## src/rtl/eq_gain_scheduler_pkg.sv

```systemverilog
// Shared parameters, types and arithmetic helpers for the EQ gain scheduler.
package eq_pkg;

  localparam int NBAND    = 7;
  localparam int GAIN_W   = 16;
  localparam int GAIN_MAX = 12;
  localparam int GAIN_MIN = -12;
  localparam int BAND_W   = 3;
  localparam int OFS_W    = 3;

  typedef logic signed [GAIN_W-1:0] gain_t;
  typedef logic [BAND_W-1:0]        band_t;

  typedef enum logic [1:0] {
    S_IDLE  = 2'd0,
    S_SCAN  = 2'd1,
    S_WRITE = 2'd2,
    S_CLEAR = 2'd3
  } state_t;

  // Saturate a requested gain into the legal gain window.
  function automatic gain_t eq_clamp(gain_t v);
    if (v > gain_t'(GAIN_MAX)) begin
      return gain_t'(GAIN_MAX);
    end else if (v < gain_t'(GAIN_MIN)) begin
      return gain_t'(GAIN_MIN);
    end else begin
      return v;
    end
  endfunction

  // One unit step from cur toward the clamped target; lands exactly on the
  // target when they are one apart and never overshoots it.
  function automatic gain_t eq_step(gain_t cur, gain_t target);
    gain_t t;
    t = eq_clamp(target);
    if (t > cur) begin
      return cur + gain_t'(1);
    end else if (t < cur) begin
      return cur - gain_t'(1);
    end else begin
      return cur;
    end
  endfunction

  // Next band index with wrap from NBAND-1 back to 0.
  function automatic band_t band_inc(band_t b);
    if (b == band_t'(NBAND - 1)) begin
      return '0;
    end else begin
      return b + band_t'(1);
    end
  endfunction

endpackage

```

## src/rtl/eq_gain_scheduler_if.sv

```systemverilog
// Coefficient write port between the gain scheduler and the DSP core.
interface eq_gain_scheduler_if;
  import eq_pkg::*;

  logic  wr_valid;
  logic  wr_ready;
  band_t wr_band;
  gain_t wr_gain;

  // Scheduler side: offers a band/gain write and waits for ready.
  modport master (
    output wr_valid,
    output wr_band,
    output wr_gain,
    input  wr_ready
  );

  // DSP side: consumes the write when it raises ready.
  modport slave (
    input  wr_valid,
    input  wr_band,
    input  wr_gain,
    output wr_ready
  );

endinterface

```

## src/rtl/eq_gain_scheduler.sv

```systemverilog
// Ramps per-band EQ gains toward the menu targets by one step per frame,
// issuing at most one coefficient write per frame, bands served round-robin.
module eq_gain_scheduler
  import eq_pkg::*;
(
  input  logic                         i_clk,
  input  logic                         i_rst,
  input  logic                         i_frame,
  input  logic [NBAND-1:0][GAIN_W-1:0] i_target,
  input  logic [OFS_W-1:0]             i_offset,
  input  logic                         i_reset_req,
  eq_gain_scheduler_if.master          wr,
  output logic [OFS_W-1:0]             o_offset,
  output logic                         o_dsp_rst,
  output logic                         o_busy,
  output logic                         o_overrun
);

  state_t           state_q, state_d;
  band_t            idx_q, idx_d;       // band under examination
  band_t            cnt_q, cnt_d;       // bands examined so far this frame
  band_t            rr_q, rr_d;         // round-robin start band
  band_t            band_q, band_d;     // pending write band
  gain_t            gain_q, gain_d;     // pending write gain
  logic [OFS_W-1:0] offset_q, offset_d;
  logic             overrun_q, overrun_d;

  gain_t            cur_q [NBAND];      // gains already applied in the DSP
  logic             cur_we;
  logic             cur_clr;

  gain_t            target_w [NBAND];
  gain_t            t_scan;
  gain_t            cur_scan;

  // View the packed target bus as one signed gain per band.
  for (genvar gi = 0; gi < NBAND; gi++) begin : g_target
    assign target_w[gi] = gain_t'(i_target[gi]);
  end

  // The target is sampled at the moment its band is examined.
  assign t_scan   = eq_clamp(target_w[idx_q]);
  assign cur_scan = cur_q[idx_q];

  // Control and datapath registers.
  always_ff @(posedge i_clk) begin
    if (i_rst) begin
      state_q   <= S_IDLE;
      idx_q     <= '0;
      cnt_q     <= '0;
      rr_q      <= '0;
      band_q    <= '0;
      gain_q    <= '0;
      offset_q  <= '0;
      overrun_q <= 1'b0;
    end else begin
      state_q   <= state_d;
      idx_q     <= idx_d;
      cnt_q     <= cnt_d;
      rr_q      <= rr_d;
      band_q    <= band_d;
      gain_q    <= gain_d;
      offset_q  <= offset_d;
      overrun_q <= overrun_d;
    end
  end

  // Applied-gain storage: cleared as a whole, updated on a completed write.
  always_ff @(posedge i_clk) begin
    for (int b = 0; b < NBAND; b++) begin
      if (i_rst || cur_clr) begin
        cur_q[b] <= '0;
      end else if (cur_we && (band_q == band_t'(b))) begin
        cur_q[b] <= gain_q;
      end
    end
  end

  // Next-state logic: a clear request pre-empts everything, including a
  // write that is still waiting for the DSP.
  always_comb begin
    state_d   = state_q;
    idx_d     = idx_q;
    cnt_d     = cnt_q;
    rr_d      = rr_q;
    band_d    = band_q;
    gain_d    = gain_q;
    offset_d  = offset_q;
    overrun_d = overrun_q;
    cur_we    = 1'b0;
    cur_clr   = 1'b0;

    // A frame arriving while we are still working is lost; a frame that
    // coincides with a clear request is discarded silently.
    if (i_frame && !i_reset_req && (state_q != S_IDLE)) begin
      overrun_d = 1'b1;
    end

    // The clear cycle wipes the applied state regardless of what follows.
    if (state_q == S_CLEAR) begin
      cur_clr  = 1'b1;
      offset_d = '0;
      rr_d     = '0;
    end

    if (i_reset_req) begin
      state_d = S_CLEAR;
    end else begin
      case (state_q)
        S_IDLE: begin
          if (i_frame) begin
            offset_d = i_offset;
            idx_d    = rr_q;
            cnt_d    = '0;
            state_d  = S_SCAN;
          end
        end
        S_SCAN: begin
          if (t_scan != cur_scan) begin
            band_d  = idx_q;
            gain_d  = eq_step(cur_scan, t_scan);
            state_d = S_WRITE;
          end else begin
            idx_d = band_inc(idx_q);
            if (cnt_q == band_t'(NBAND - 1)) begin
              state_d = S_IDLE;
            end else begin
              cnt_d = cnt_q + band_t'(1);
            end
          end
        end
        S_WRITE: begin
          if (wr.wr_ready) begin
            cur_we  = 1'b1;
            rr_d    = band_inc(band_q);
            state_d = S_IDLE;
          end
        end
        S_CLEAR: begin
          state_d = S_IDLE;
        end
        default: begin
          state_d = S_IDLE;
        end
      endcase
    end
  end

  // All outputs come straight from registers; no combinational input path.
  assign wr.wr_valid = (state_q == S_WRITE);
  assign wr.wr_band  = band_q;
  assign wr.wr_gain  = gain_q;
  assign o_offset    = offset_q;
  assign o_dsp_rst   = (state_q == S_CLEAR);
  assign o_busy      = (state_q != S_IDLE);
  assign o_overrun   = overrun_q;

endmodule

```

## src/flat_wrapper.sv

```systemverilog
// flat-port wrapper written by rule: the top's interface ports become plain ports
module eq_gain_scheduler_flat import eq_pkg::*;
  (i_clk, i_rst, i_frame, i_target, i_offset, i_reset_req, o_offset, o_dsp_rst, o_busy, o_overrun, wr_wr_valid, wr_wr_band, wr_wr_gain, wr_wr_ready);
  eq_gain_scheduler_if wr_i ();
  input  logic i_clk;
  input  logic i_rst;
  input  logic i_frame;
  input  logic [NBAND-1:0][GAIN_W-1:0] i_target;
  input  logic [OFS_W-1:0] i_offset;
  input  logic i_reset_req;
  output logic [OFS_W-1:0] o_offset;
  output logic o_dsp_rst;
  output logic o_busy;
  output logic o_overrun;
  output wire logic [$bits(wr_i.wr_valid)-1:0] wr_wr_valid;
  output wire logic [$bits(wr_i.wr_band)-1:0] wr_wr_band;
  output wire logic [$bits(wr_i.wr_gain)-1:0] wr_wr_gain;
  input wire logic [$bits(wr_i.wr_ready)-1:0] wr_wr_ready;
  assign wr_wr_valid = wr_i.wr_valid;
  assign wr_wr_band = wr_i.wr_band;
  assign wr_wr_gain = wr_i.wr_gain;
  assign wr_i.wr_ready = wr_wr_ready;
  eq_gain_scheduler u_core (.i_clk(i_clk), .i_rst(i_rst), .i_frame(i_frame), .i_target(i_target), .i_offset(i_offset), .i_reset_req(i_reset_req), .wr(wr_i), .o_offset(o_offset), .o_dsp_rst(o_dsp_rst), .o_busy(o_busy), .o_overrun(o_overrun));
endmodule
```

## config.mk

```make
export PLATFORM = sky130hd
export DESIGN_NAME = eq_gain_scheduler_flat
export DESIGN_NICKNAME = d
export VERILOG_FILES = /design/src/rtl/eq_gain_scheduler_pkg.sv /design/src/rtl/eq_gain_scheduler_if.sv /design/src/rtl/eq_gain_scheduler.sv /design/src/flat_wrapper.sv
export SDC_FILE = /design/constraint.sdc
export NUM_CORES = 1
export LEC_CHECK = 0
export ABC_CLOCK_PERIOD_IN_PS = 8150
export BUFFER_PORTS_ARGS = -buffer_cell sky130_fd_sc_hd__clkbuf_2
export CAP_MARGIN = 25
export CORE_MARGIN = 5
export CORE_UTILIZATION = 55
export CTS_BUF_LIST = sky130_fd_sc_hd__clkbuf_4 sky130_fd_sc_hd__clkbuf_8
export CTS_CLUSTER_SIZE = 14
export DETAILED_ROUTE_END_ITERATION = 8
export PLACE_DENSITY_LB_ADDON = 0.05
export SLEW_MARGIN = 15
export SYNTH_ARGS = -nofsm -noshare
export SYNTH_HDL_FRONTEND = slang
export SYNTH_SLANG_ARGS = --single-unit
```

## constraint.sdc

```tcl
create_clock -name i_clk -period 8.15 [get_ports i_clk]
set_clock_uncertainty 0.05 [all_clocks]
set_input_delay 1.2225 -clock i_clk [delete_from_list [all_inputs] [get_ports i_clk]]
set_output_delay 1.2225 -clock i_clk [all_outputs]
set_load 0.05 [all_outputs]
```

# ---- Yosys cells after proc, flatten, opt, wreduce, memory -nomap -nowiden
# Memories as Yosys holds them, arrays and structs flattened. A register that Yosys moved wholly into a read port is not among the register bits.
# Index checks and enable logic that the tools add are counted.
dict set report op_classes {
  add_sub_neg 5
  order_cmp 7
  n_eq_ne 18
  n_mux 71
  bitwise_logic 9
  n_reduce_logical 19
}
# op count
set ops {}
lappend ops {{2-to-1 mux 16 bit} 18}
lappend ops {{2-to-1 mux 3 bit} 17}
lappend ops {{binary-select mux 16 bit (select 3 bit)} 1}
lappend ops {{> comparator 16 x 5 -> 1 bit, second input constant} 2}
lappend ops {{< comparator 16 x 5 -> 1 bit, second input constant} 2}
lappend ops {{2-to-1 mux 1 bit} 27}
lappend ops {{adder 16 x 2 -> 16 bit, second input constant} 1}
lappend ops {{> comparator 16 bit} 1}
lappend ops {{< comparator 16 bit} 1}
lappend ops {{!= test 16 bit} 1}
lappend ops {{subtractor 16 x 2 -> 16 bit, second input constant} 1}
lappend ops {{equality test 3 bit, second input constant} 5}
lappend ops {{one-hot mux 3 bit (2 select lines)} 2}
lappend ops {{2-to-1 mux 2 bit} 5}
lappend ops {{adder 3 x 1 -> 3 bit, second input constant} 3}
lappend ops {{logical AND 1 bit} 9}
lappend ops {{one-hot mux 2 bit (4 select lines)} 1}
lappend ops {{bitwise OR 1 bit} 7}
lappend ops {{equality test 3 x 2 -> 1 bit, second input constant} 2}
lappend ops {{!= test 2 bit, second input constant} 3}
lappend ops {{AND reduction 3 bit} 2}
lappend ops {{AND reduction 5 bit} 1}
lappend ops {{equality test 2 bit, second input constant} 2}
lappend ops {{greater-or-equal comparator 4 bit, second input constant} 1}
lappend ops {{13 further kinds} 14}
dict set report totals {
  register_bits 34
  mem_bits_rw 112
  in_bits 120
  out_inout_bits 26
  n_memories 1
}
# memory words width read_ports rd_clocked_by_memory_dff wr line
set memory_table {}
lappend memory_table {u_core.cur_q 7 16 1 1 7 eq_gain_scheduler.sv:28} ;# gain_t cur_q [NBAND];

# ---- Longest topological paths before layout
dict set report depth {
  word_depth 16
  depth_mapped 31
  ltp_nobuf 25
}

# ---- Worst setup path after synthesis
# OpenSTA, ideal clock, no wires.
dict set report synth_path {
  kind {input to register}
  startpoint {input port i_target[50] (netlist bit)}
  endpoint {register u_core.gain_q[12] (netlist: u_core.wr.wr_gain[12])}
  t_arrival_ns 7.021
  t_required_ns 8.013
  slack_ns 0.992
  path_stages 27
  path_cell_list {mux2i_1 > a22oi_1 > nand2_1 > a2111oi_0 > nand4_1 > ha_1 > clkbuf_1 > clkbuf_1 > a21oi_1 > nor4_1 > nand2_1 > or3_1 > ha_1 > clkbuf_1 > a21oi_1 > nor2_1 > ha_1 > a21o_1 > nand3_1 > a21oi_1 > or4b_2 > o21ai_1 > nand3_1 > o32ai_1 > o21ai_0 > xnor2_1 > o31ai_1}
}
dict set report synth_via {
  elab_chain_cells 15
  elab_cells_between_ends 20
  classes_between {6 x order compare; 1 x eq/ne; 12 x mux; 1 x reduce/logical}
}
# item line
set synth_rtl {}
lappend synth_rtl {{start: declaration} flat_wrapper.sv:8} ;# input logic [NBAND-1:0][GAIN_W-1:0] i_target;
lappend synth_rtl {{binary-select mux 16 bit (select 3 bit) *} eq_gain_scheduler.sv:42} ;# assign t_scan = eq_clamp(target_w[idx_q]);
lappend synth_rtl {{2-to-1 mux 16 bit (not written as such) * (2 in series)} eq_gain_scheduler.sv:42}
lappend synth_rtl {{< comparator 16 x 5 -> 1 bit} eq_gain_scheduler_pkg.sv:25} ;# end else if (v < gain_t'(GAIN_MIN)) begin
lappend synth_rtl {{2-to-1 mux 16 bit} eq_gain_scheduler_pkg.sv:25}
lappend synth_rtl {{2-to-1 mux 16 bit *} eq_gain_scheduler_pkg.sv:23} ;# if (v > gain_t'(GAIN_MAX)) begin
lappend synth_rtl {{< comparator 16 x 5 -> 1 bit} eq_gain_scheduler_pkg.sv:25}
lappend synth_rtl {{2-to-1 mux 16 bit} eq_gain_scheduler_pkg.sv:25}
lappend synth_rtl {{2-to-1 mux 16 bit} eq_gain_scheduler_pkg.sv:23}
lappend synth_rtl {{2-to-1 mux 16 bit} eq_gain_scheduler.sv:119} ;# if (t_scan != cur_scan) begin
lappend synth_rtl {{2-to-1 mux 16 bit} eq_gain_scheduler.sv:109} ;# case (state_q)
lappend synth_rtl {{2-to-1 mux 16 bit} eq_gain_scheduler.sv:106} ;# if (i_reset_req) begin
lappend synth_rtl {{< comparator 16 bit} eq_gain_scheduler_pkg.sv:39} ;# end else if (t < cur) begin
lappend synth_rtl {{2-to-1 mux 16 bit} eq_gain_scheduler_pkg.sv:39}
lappend synth_rtl {{2-to-1 mux 16 bit} eq_gain_scheduler_pkg.sv:37} ;# if (t > cur) begin
lappend synth_rtl {{end signal: assignment} eq_gain_scheduler.sv:62} ;# gain_q <= gain_d;
lappend synth_rtl {{end: declaration} eq_gain_scheduler.sv:24} ;# gain_t gain_q, gain_d;
# Every way passes the cells marked *; elsewhere a longest branch is shown, timed or not. The select of a mux whose other input is x is not followed.
# A chain may end at the register's enable or synchronous reset.

# ---- Final worst setup path
dict set report layout_path {
  startpoint {register u_core.idx_q[0]}
  endpoint {register u_core.gain_q[15] (netlist: u_core.wr.wr_gain[15])}
}
dict set report layout_via {
  elab_chain_cells 16
  elab_cells_between_ends 21
  classes_between {6 x order compare; 1 x eq/ne; 12 x mux; 1 x bitwise; 1 x reduce/logical}
}
# item line
set layout_rtl {}
lappend layout_rtl {{start: declaration} eq_gain_scheduler.sv:20} ;# band_t idx_q, idx_d;
lappend layout_rtl {{start signal: assignment} eq_gain_scheduler.sv:58} ;# idx_q <= idx_d;
lappend layout_rtl {{inverter 3 -> 4 bit (not written as such) *} eq_gain_scheduler.sv:42}
lappend layout_rtl {{binary-select mux 16 bit (select 3 bit) *} eq_gain_scheduler.sv:42}
lappend layout_rtl {{2-to-1 mux 16 bit (not written as such) * (2 in series)} eq_gain_scheduler.sv:42}
lappend layout_rtl {{< comparator 16 x 5 -> 1 bit} eq_gain_scheduler_pkg.sv:25}
lappend layout_rtl {{2-to-1 mux 16 bit} eq_gain_scheduler_pkg.sv:25}
lappend layout_rtl {{2-to-1 mux 16 bit *} eq_gain_scheduler_pkg.sv:23}
lappend layout_rtl {{< comparator 16 x 5 -> 1 bit} eq_gain_scheduler_pkg.sv:25}
lappend layout_rtl {{2-to-1 mux 16 bit} eq_gain_scheduler_pkg.sv:25}
lappend layout_rtl {{2-to-1 mux 16 bit} eq_gain_scheduler_pkg.sv:23}
lappend layout_rtl {{2-to-1 mux 16 bit} eq_gain_scheduler.sv:119}
lappend layout_rtl {{2-to-1 mux 16 bit} eq_gain_scheduler.sv:109}
lappend layout_rtl {{2-to-1 mux 16 bit} eq_gain_scheduler.sv:106}
lappend layout_rtl {{< comparator 16 bit} eq_gain_scheduler_pkg.sv:39}
lappend layout_rtl {{2-to-1 mux 16 bit} eq_gain_scheduler_pkg.sv:39}
lappend layout_rtl {{2-to-1 mux 16 bit} eq_gain_scheduler_pkg.sv:37}
# Marked as above.

==> metrics.yaml <==
outcome:
  outcome: "finished, final reports clean"
grt:
  grt_max_degree: 37
  grt_pass1_wl_um: 42800
  met3_usage: 0.0397
  top_usage_layer: "met2"
  grt_usage: 0.270
  first_global_vias: 7870
  antenna_found_initial: 0
  grt_remaining_overflow: 0
  use_met1: 0.386
  use_met2: 0.427
power:
  total_power_mw: 1.72
  peakVddDrop_mv: 0.173
  p_leak_nw: 4.26
  power.density_nw_per_um2: 157
worst_setup_path:
  startpoint_type: "flop"
  critical_path_class: "reg -> reg"
  critPathMaxFanout: 31
  crit_arrival_ps: 7740
  worst-r2r-cell-count: 26
  crit_required_ps: 8470
  worstSetupEndpointType: "flop"
clock_network:
  cts_max_level: 4
  cts_buffers: 17
  cts-root-buf: "clkbuf_8"
  clock_latency_ps: 460
  cts_sinks: 149
  cts_resized: 0
  cts_hold_buf: 0
  clk_pin_slew_ps: 90
  clock_path_buffers: 2
  cts_setup_buffers: 0
  tritoncts: "yes"
layout:
  final_nets: 1242
  final_common_cell: "clkbuf_2"
  final_cell_mix: "clkbuf_2 (145), edfxtp_1 (112), and2_1 (108)"
  diodes: 0
  finalInstanceArea_um2: 11000
  drive_gt1_frac: 0.226
  fin_cells: 1337
  syn_to_final_growth_pct: 14.0
sta:
  finalSetupViolations: 0
  rsz0062_at_grt: "false"
  fin_crit_ps: 7420
  slew_headroom: 0.301
  final.period_utilization: 0.910
  fmax_mhz: 135
  maxSlewViolCount: 0
  setup_ws_ps: 734
  hold_viol: 0
  fin_setup_tns_ps: 0
  tightest_slew_ps: 1040
synth:
  synth_top_area_cell: "edfxtp_1"
  synth_top_family_by_area: "simple AND/OR/NAND/NOR gates"
  synthXorXnorAreaFrac: 0.0155
  ys_top_cells_by_area: "edfxtp_1 (35%), mux2i_1 (9.3%), dfxtp_1 (7.7%)"
  synth_edf_count: 112
  synthSimpleGateAreaFrac: 0.202
  synth_adder_area_share: 0.0299
  yosysUniqueCellTypes: 73
  synthCells: 966
  synth-seq-cells: 149
  synth.area.mux_share: 0.134
  syn_area_per_cell_um2: 9.95
  synth_compound_area_frac: 0.139
  synth_nets: 1109
  ys_warn_count: 0
  synth.top_cell.area_share: 0.350
  synth-main-ff-cell: "edfxtp_1"
  synthArstFlopShare: 0
  yosysSeqAreaShare: 0.427
  synth_area_um2: 9610
floorplan:
  dieHeight_um: 142
  rows: 48
  start_util: 0.558
  ios: 146
  dieArea_um2: 20200
  die_w_um: 142
  core_um2: 17200
placed_design:
  gp_congestion: 0.996
  preCtsSetupSlack_ps: 481
  io_buffers: 145
  hpwl_um: 20400
  dpl_cell_area_um2: 10500
  dp_cells: 1303
hold_path:
  holdPathStages: 2
  worstHoldPathType: "reg -> reg"
detailed_routing:
  routed_wl_um: 27300
  dr.pass1.iters: 5
  drtIter0Drc: 591
  antenna_left: 0
  wire_per_inst_um: 20.4
  routed_via_density: 6.09
  drc_errors: 0
  num_vias: 8144
run:
  cap_violations: 0
-- per-stage QoR --
stage	util	hold slack (ps)
floorplan	-	393
global placement	0.610	406
detailed placement	0.611	413
CTS	0.635	427
global route	0.636	452
finish	0.636	423
-- power breakdown --
part | switching, mW | internal, mW | total (mW) | leakage [nW]
combinational | 0.160 | 0.0977 | 0.258 | 2.58
clock | 0.289 | 0.304 | 0.593 | 0.197
sequential | 0.0175 | 0.847 | 0.864 | 1.47
-- cell usage after synthesis (all sizes together) (8+ instances only) --
library cell and n:
edfxtp 112, and2 108, mux2i 89, nand2 67, nor2 63, inv 51
a21oi 49, dfxtp 37, buf 31, clkbuf 26, nand3 26, a22oi 25
o21ai 25, ha 23, nand4 19, nor3 19, xnor2 17, o221ai 16
mux2 15, nand2b 15, nor4 12, mux4 10, nor2b 9, o31ai 8
or3 8
-- kinds of logic (layout without fill, tap and decap cells) --
logic type / Yosys count / after routing
AO/OA/AOI/OAI: 190 / 190
XOR/XNOR: 17 / 17
adder cells (fa/ha/maj): 23 / 23
buffers and inverters: 108 / 254
flip-flops: 149 / 149
multiplexers: 114 / 114
AND/OR/NAND/NOR: 365 / 365
-- final cells by class --
class                   count  area [µm²]
flip-flops and latches    149        4110
repair buffers            171         933
inverters                  51         191
fillers                  1432        6280
multi-input cells         709        5030
clock buffers              17         234
clock inverters            15         179
well taps                 225         282
-- worst max-delay path: stages (launching register included) --
cell and delay (ps):
dfxtp_2 570, buf_12 280, mux2i_1 110, o221ai_1 300
nand2_1 190, a2111oi_0 590, nand4_1 190, ha_1 670
a21oi_1 190, nor4_1 340, nand2_1 110, or3_1 360
ha_1 440, a21oi_1 180, nor2_1 60, ha_1 320
a21o_1 160, nand3_1 70, a21oi_1 60, or4b_2 660
o211a_1 240, buf_4 180, or4_1 470, a21oi_1 190
xnor2_1 130, mux2i_1 80, nor2_1 110
-- worst paths after layout --
path | start | end | slack (ps)
min | u_core.o_offset[2] | u_core.o_offset[2] | 420
max | u_core.idx_q[0] | u_core.wr.wr_gain[15] | 730
min reg2reg | u_core.o_offset[2] | u_core.o_offset[2] | 420
max reg2reg | u_core.idx_q[0] | u_core.wr.wr_gain[15] | 730
-- registers in the layout (all words and copies together), names as in the netlist, named ones only --
name,count
u_core.o_offset,3
u_core.rr_q,3
u_core.state_q,2
u_core.o_overrun,1
u_core.idx_q,3
u_core.cur_q,112
u_core.wr.wr_gain,16
u_core.wr.wr_band,3
u_core.cnt_q,3
-- per-layer routing --
layer,wire length (µm),vias up
met4,550,0
met1,12100,3917
met2,12600,348
li1,-,3835
met3,2020,44
met5,0,-
No activity file was read; power rests on OpenSTA's default activity.
